$ cat config.mk
export PLATFORM = sky130hd
export DESIGN_NAME = gbt_link_sequencer
export DESIGN_NICKNAME = d
export VERILOG_FILES = /design/src/rtl/gbt_link_sequencer.sv
export SDC_FILE = /design/constraint.sdc
export NUM_CORES = 1
export LEC_CHECK = 0
export ABC_CLOCK_PERIOD_IN_PS = 2950
export BUFFER_PORTS_ARGS = -buffer_cell sky130_fd_sc_hd__buf_2
export CORE_AREA = 2 2 79 81
export DETAILED_ROUTE_END_ITERATION = 10
export DIE_AREA = 0 0 81 83
export PLACE_DENSITY = 0.78
export SLEW_MARGIN = 10
export SYNTH_ARGS = -nofsm -noshare
export SYNTH_HDL_FRONTEND = slang
export SYNTH_SLANG_ARGS = --single-unit
$ cat constraint.sdc
create_clock -name clk_ik -period 2.95 [get_ports clk_ik]
set_input_delay 0.295 -clock clk_ik [delete_from_list [all_inputs] [get_ports clk_ik]]
set_output_delay 0.295 -clock clk_ik [all_outputs]
set_load 0.005 [all_outputs]
$ cat src/rtl/gbt_link_sequencer.sv
// GBT link bring-up sequencer: reset, wait for TX/RX/lock, stability window,
// link-up supervision with retry and failure handling.
// Optional LOS debounce filter: define GBT_LINK_SEQ_LOS_FILTER_EN.
module gbt_link_sequencer #(
    parameter int unsigned RESET_CYCLES      = 256,
    parameter int unsigned TIMEOUT_CYCLES    = 4_000_000,
    parameter int unsigned STABLE_CYCLES     = 40_000,
    parameter int unsigned MAX_RETRIES       = 8,
    parameter int unsigned LOS_FILTER_CYCLES = 1024
) (
    input  logic        clk_ik,
    input  logic        rst_irn,
    input  logic        sfp_los_i,
    input  logic        tx_ready_i,
    input  logic        rx_ready_i,
    input  logic        link_ready_i,
    input  logic        restart_i,
    output logic        gbt_reset_o,
    output logic        bitslip_reset_o,
    output logic        link_up_o,
    output logic [2:0]  state_o,
    output logic [7:0]  retry_cnt_o,
    output logic [15:0] lost_cnt_o
);

    // One counter width sized for the largest cycle-count parameter.
    localparam int unsigned MAX_AB = (RESET_CYCLES > TIMEOUT_CYCLES) ? RESET_CYCLES : TIMEOUT_CYCLES;
    localparam int unsigned MAX_CD = (STABLE_CYCLES > LOS_FILTER_CYCLES) ? STABLE_CYCLES : LOS_FILTER_CYCLES;
    localparam int unsigned MAX_P  = (MAX_AB > MAX_CD) ? MAX_AB : MAX_CD;
    localparam int unsigned CNT_W  = $clog2(MAX_P) + 1;

    typedef enum logic [2:0] {
        S_LOS       = 3'd0,
        S_RESET     = 3'd1,
        S_WAIT_TX   = 3'd2,
        S_WAIT_RX   = 3'd3,
        S_WAIT_LOCK = 3'd4,
        S_STABLE    = 3'd5,
        S_UP        = 3'd6,
        S_FAIL      = 3'd7
    } state_t;

    state_t           state_q, state_d;
    logic [CNT_W-1:0] cnt_q, cnt_d;
    logic [7:0]       retry_q, retry_d;
    logic [15:0]      lost_q, lost_d;
    logic             go_retry, enter;
    logic             los_m, los_s, los_f;

    // Two-flop synchronizer for the asynchronous SFP LOS input.
    always_ff @(posedge clk_ik or negedge rst_irn) begin
        if (!rst_irn) begin
            los_m <= 1'b1;
            los_s <= 1'b1;
        end else begin
            los_m <= sfp_los_i;
            los_s <= los_m;
        end
    end

`ifdef GBT_LINK_SEQ_LOS_FILTER_EN
    logic [CNT_W-1:0] flt_cnt_q;

    // Debounce: accept a new LOS level only after it has held for the full window.
    always_ff @(posedge clk_ik or negedge rst_irn) begin
        if (!rst_irn) begin
            los_f     <= 1'b1;
            flt_cnt_q <= '0;
        end else if (los_s == los_f) begin
            flt_cnt_q <= '0;
        end else if (flt_cnt_q == CNT_W'(LOS_FILTER_CYCLES - 1)) begin
            los_f     <= los_s;
            flt_cnt_q <= '0;
        end else begin
            flt_cnt_q <= flt_cnt_q + CNT_W'(1);
        end
    end
`else
    assign los_f = los_s;
`endif

    // Counter preload for the state being entered; the state lasts preload+1 cycles.
    function automatic logic [CNT_W-1:0] reload(input state_t s);
        case (s)
            S_RESET:                           reload = CNT_W'(RESET_CYCLES - 1);
            S_WAIT_TX, S_WAIT_RX, S_WAIT_LOCK: reload = CNT_W'(TIMEOUT_CYCLES - 1);
            S_STABLE:                          reload = CNT_W'(STABLE_CYCLES - 1);
            default:                           reload = '0;
        endcase
    endfunction

    // Next-state, counter and retry bookkeeping; priority LOS > restart > timeout/loss > advance.
    always_comb begin
        state_d  = state_q;
        cnt_d    = cnt_q;
        retry_d  = retry_q;
        lost_d   = lost_q;
        go_retry = 1'b0;
        enter    = 1'b0;

        if (los_f) begin
            state_d = S_LOS;
            retry_d = '0;
            enter   = 1'b1;
        end else if (restart_i && (state_q != S_LOS)) begin
            state_d = S_RESET;
            retry_d = '0;
            enter   = 1'b1;
        end else begin
            case (state_q)
                S_LOS: begin
                    state_d = S_RESET;
                    enter   = 1'b1;
                end
                S_RESET: begin
                    if (cnt_q == '0) begin
                        state_d = S_WAIT_TX;
                        enter   = 1'b1;
                    end else begin
                        cnt_d = cnt_q - CNT_W'(1);
                    end
                end
                S_WAIT_TX: begin
                    if (cnt_q == '0) begin
                        go_retry = 1'b1;
                    end else if (tx_ready_i) begin
                        state_d = S_WAIT_RX;
                        enter   = 1'b1;
                    end else begin
                        cnt_d = cnt_q - CNT_W'(1);
                    end
                end
                S_WAIT_RX: begin
                    if (cnt_q == '0) begin
                        go_retry = 1'b1;
                    end else if (rx_ready_i) begin
                        state_d = S_WAIT_LOCK;
                        enter   = 1'b1;
                    end else begin
                        cnt_d = cnt_q - CNT_W'(1);
                    end
                end
                S_WAIT_LOCK: begin
                    if (cnt_q == '0) begin
                        go_retry = 1'b1;
                    end else if (link_ready_i) begin
                        state_d = S_STABLE;
                        enter   = 1'b1;
                    end else begin
                        cnt_d = cnt_q - CNT_W'(1);
                    end
                end
                S_STABLE: begin
                    if (!link_ready_i) begin
                        go_retry = 1'b1;
                    end else if (cnt_q == '0) begin
                        state_d = S_UP;
                        enter   = 1'b1;
                    end else begin
                        cnt_d = cnt_q - CNT_W'(1);
                    end
                end
                S_UP: begin
                    if (!(tx_ready_i && rx_ready_i && link_ready_i)) begin
                        go_retry = 1'b1;
                    end
                end
                default: begin
                    state_d = S_FAIL;
                end
            endcase

            if (go_retry) begin
                enter = 1'b1;
                if ((9'(retry_q) + 9'd1) == 9'(MAX_RETRIES)) begin
                    state_d = S_FAIL;
                    retry_d = 8'(MAX_RETRIES);
                end else begin
                    state_d = S_RESET;
                    retry_d = retry_q + 8'd1;
                end
            end
        end

        if (enter) begin
            cnt_d = reload(state_d);
        end

        if ((state_q == S_UP) && (state_d != S_UP) && (lost_q != 16'hFFFF)) begin
            lost_d = lost_q + 16'd1;
        end
    end

    // State register with Moore outputs decoded from the next state so they switch with it.
    always_ff @(posedge clk_ik or negedge rst_irn) begin
        if (!rst_irn) begin
            state_q         <= S_LOS;
            cnt_q           <= '0;
            retry_q         <= '0;
            lost_q          <= '0;
            gbt_reset_o     <= 1'b1;
            bitslip_reset_o <= 1'b1;
            link_up_o       <= 1'b0;
        end else begin
            state_q         <= state_d;
            cnt_q           <= cnt_d;
            retry_q         <= retry_d;
            lost_q          <= lost_d;
            gbt_reset_o     <= state_d inside {S_LOS, S_RESET, S_FAIL};
            bitslip_reset_o <= state_d inside {S_LOS, S_RESET, S_WAIT_TX, S_WAIT_RX, S_FAIL};
            link_up_o       <= (state_d == S_UP);
        end
    end

    assign state_o     = state_q;
    assign retry_cnt_o = retry_q;
    assign lost_cnt_o  = lost_q;

endmodule
==> results.py <==
metrics = {
    "global_route": {
        "grt_pass1_vias": 2568,
        "grt_max_degree": 23,
        "wire_length_of_the_first_global_routing_pass_microns": 12260,
        "global_route.overflow_total": 0,
        "track_usage_pct": 22.79,
        "number_of_antenna_violations_at_the_first_check_in_global_routing": 0,
    },
    "placed_design": {
        "hpwl_microns": 5109,
        "gp_routability_congestion": 0.8693,
        "dp_worst_setup_slack_ns": 0.08035,
        "dpl_cell_area_sq_um": 3488,
        "place.port_buffers": 36,
    },
    "power": {
        "cellPowerDensity_nw_per_um2": 376.8,
        "static-leakage-power_nw": 1.573,
        "vdd_ir_drop_max_v": 0.0002422,
    },
    "floorplan": {
        "design.core.area_sq_um": 5816,
        "dieArea_sq_um": 6723,
        "floorplan.die.height_microns": 83,
        "initial_utilization_pct": 54.60,
        "chipWidth_microns": 81,
        "top_level_ports": 37,
        "core.rowCount": 28,
    },
    "timing": {
        "timing.final.crit_share_pct": 95.47,
        "worst-slew-pin-transition_ns": 0.6116,
        "clock_skew_ns": 0.007503,
        "finalHoldViolCount": 0,
        "finalSetupTns_ns": 0,
        "final.min_clock_period_ns": 2.817,
        "final_critical_path_setup_slack_ns": 0.1335,
        "final_max_slew_viol_count": 0,
        "fin_worst_hold_slack_ns": 0.05256,
        "slew_headroom_pct": 59.07,
        "finalSetupViolations": 0,
        "fmax_mhz": 355.1,
    },
    "outcome": {
        "status": "complete, no violations",
    },
    "logic_synthesis": {
        "largest_family_of_logic_cells_by_synthesized_area": "simple AND/OR/NAND/NOR gates",
        "synth_ff_type": "sky130_fd_sc_hd__dfrtp_1",
        "synth_fa_ha_area_share_pct": 1.182,
        "sequential_to_total_area_share_from_yosys_stat_pct": 43.50,
        "synth_xor_xnor_area_share_pct": 7.447,
        "yosys-mux-area-fraction_pct": 1.773,
        "synthCells": 337,
        "post_synthesis_cell_type_count": 61,
        "synth_simple_gate_area_share_pct": 25.81,
        "compound_gate_portion_of_the_synthesized_area_pct": 17.02,
        "synth.cell_area_sq_um": 3176,
        "synth_area_per_cell_sq_um": 9.423,
        "synth-seq-cells": 55,
        "post_synth_edffs": 0,
        "ys.warnings.count": 0,
        "async_flop_share_pct": 100.0,
        "mappedNetlistNets": 347,
    },
    "setup_path": {
        "critPathLaunchType": "flip-flop",
        "critPathArrivalTime_ns": 3.07,
        "crit_path_class": "reg2reg",
        "setup.worst_path.end_class": "flip-flop",
        "worst-path-max-fanout": 11,
        "crit_required_ns": 3.21,
    },
    "clock_tree": {
        "buffer_depth_of_the_longest_clock_path": 2,
        "ctsRootBufferMaster": "sky130_fd_sc_hd__clkbuf_8",
        "tritoncts.num_buffers": 5,
        "tritoncts": "yes",
        "h_tree_lvls": 2,
        "clock-sinks": 55,
        "path_clk_slew_ns": 0.11,
        "insertion_delay_ns": 0.32,
    },
    "routing": {
        "residual_drc": 0,
        "route.antenna.remaining_nets": 0,
        "drt-wirelength-per-cell_microns": 15.83,
        "detailedRoute.firstIterationViolations": 304,
        "post_drt_via_cell_ratio": 5.915,
        "first_pass_iters": 4,
        "num_vias": 2715,
        "final_wl_microns": 7265,
    },
    "layout": {
        "post_route_cells_drive_above_1_share_pct": 21.88,
        "fillerInstances": 503,
        "layout_common_cells": "sky130_fd_sc_hd__dfrtp_1, sky130_fd_sc_hd__buf_2, sky130_fd_sc_hd__nand2_1",
        "finish.net_count": 393,
        "multi_input_comb_area_sq_um": 1747,
        "area.sequential_sq_um": 1381,
        "syn_to_final_growth_pct": 15.13,
        "mostFrequentLayoutCell": "sky130_fd_sc_hd__dfrtp_1",
        "fin_area_sq_um": 3656,
        "ant_diodes": 0,
    },
    "worst_hold_path": {
        "min_path_type": "in2reg",
    },
    "job": {
        "cap_viol_max_count": 0,
    },
}
-- sequential cells by signal, indices dropped and copies added, names as in the netlist, 3 cells and up --
name         flops
lost_cnt_o      16
state_o          3
retry_cnt_o      8
cnt_q           23
-- area by class of cell --
cell class,instances,area share [%]
Timing Repair Buffer,50,7.871
Clock inverter,3,0.6845
Inverter,14,1.437
Multi-Input combinational cell,257,47.78
Clock buffer,5,1.882
Sequential cell,55,37.78
Tap cell,75,2.567
-- what timing repair did --
| item | in CTS | in global routing |
|---|---|---|
| endpoints found under the hold margin | 20 | 0 |
| buffers inserted | 0 | 1 |
| setup endpoints to repair | 0 | 26 |
| gates resized for setup | 0 | 11 |
| hold buffers | 1 | 0 |
-- final timing paths --
path | cells after the start | end | slack, ns | startpoint
max | 10 | lost_cnt_o[15] | 0.13 | cnt_q[0]
min | 1 | los_m | 0.05 | sfp_los_i
max reg2reg | 10 | lost_cnt_o[15] | 0.13 | cnt_q[0]
min reg2reg | 0 | los_f | 0.36 | los_m
max in group asynchronous | 3 | gbt_reset_o | 1.81 | rst_irn
min in group asynchronous | 2 | cnt_q[0] | 0.45 | rst_irn
-- power by group --
part | leakage, nW | internal (mW) | switching [mW]
logic | 0.832 | 0.0499 | 0.0781
registers | 0.696 | 0.768 | 0.0208
clock network | 0.0452 | 0.174 | 0.286
total | 1.57 | 0.992 | 0.385
-- Yosys cell counts (3+ instances only) --
master                      n  area (sq um)
sky130_fd_sc_hd__a22oi_1    4         30.03
sky130_fd_sc_hd__xor2_1    14         122.6
sky130_fd_sc_hd__nor3_1    15         75.07
sky130_fd_sc_hd__xnor2_1   13         113.9
sky130_fd_sc_hd__a211oi_1   3         22.52
sky130_fd_sc_hd__nor2_1    30         112.6
sky130_fd_sc_hd__ha_1       3         37.54
sky130_fd_sc_hd__and2_1     5         31.28
sky130_fd_sc_hd__nand4_1    4         25.02
sky130_fd_sc_hd__dfrtp_1   51          1276
sky130_fd_sc_hd__or4_1      3         22.52
sky130_fd_sc_hd__inv_1     14         52.55
sky130_fd_sc_hd__nand2_1   34         127.6
sky130_fd_sc_hd__and3_1     8         50.05
sky130_fd_sc_hd__clkbuf_1   8         30.03
sky130_fd_sc_hd__nor4_1    10         62.56
sky130_fd_sc_hd__or3_1      5         31.28
sky130_fd_sc_hd__a21oi_1   17         85.08
sky130_fd_sc_hd__o31ai_1    3         22.52
sky130_fd_sc_hd__o22a_1     7         61.31
sky130_fd_sc_hd__a31oi_1    6         37.54
sky130_fd_sc_hd__o21ai_0    7         35.03
sky130_fd_sc_hd__dfstp_2    4         105.1
sky130_fd_sc_hd__mux2i_1    3         30.03
sky130_fd_sc_hd__o21a_1     7         52.55
sky130_fd_sc_hd__nand3_1   14         70.07
-- logic make-up after synthesis --
kind of cell | Yosys count
muxes | 5
and+or+nand+nor | 148
AOI/OAI and AO/OA | 74
xor gates and xnor gates | 27
buffers and inverters | 25
DFF | 55
adders and majority gates | 3
-- stage by stage --
stage                     total power [mW]  util [%]  std cells
after floorplan                     0.8783         -        337
after global placement              0.9240     59.98        449
after detailed placement            0.9270     59.98        449
after CTS                            1.373     61.77        458
after global routing                 1.430     62.87        459
final                                1.377     62.87        459
-- worst max-delay path, stage by stage (launching register included) --
cell                      delay, ns
sky130_fd_sc_hd__dfrtp_1       0.42
sky130_fd_sc_hd__inv_1         0.07
sky130_fd_sc_hd__ha_1          0.17
sky130_fd_sc_hd__nor3b_4       0.26
sky130_fd_sc_hd__and3_4        0.26
sky130_fd_sc_hd__nand3_4       0.11
sky130_fd_sc_hd__mux2_4        0.32
sky130_fd_sc_hd__a21o_1        0.23
sky130_fd_sc_hd__a211o_4       0.41
sky130_fd_sc_hd__nor4_2        0.32
sky130_fd_sc_hd__xor2_1        0.17
-- layer usage --
metal	vias to the layer above	share of wire (%)	track usage (%)
met5	-	0	0
met4	0	1.1	6.317
met3	10	4.4	4.348
met2	68	47	34.71
met1	1317	47	33.19
li1	1320	-	-
(Power assumes the default switching activity.)
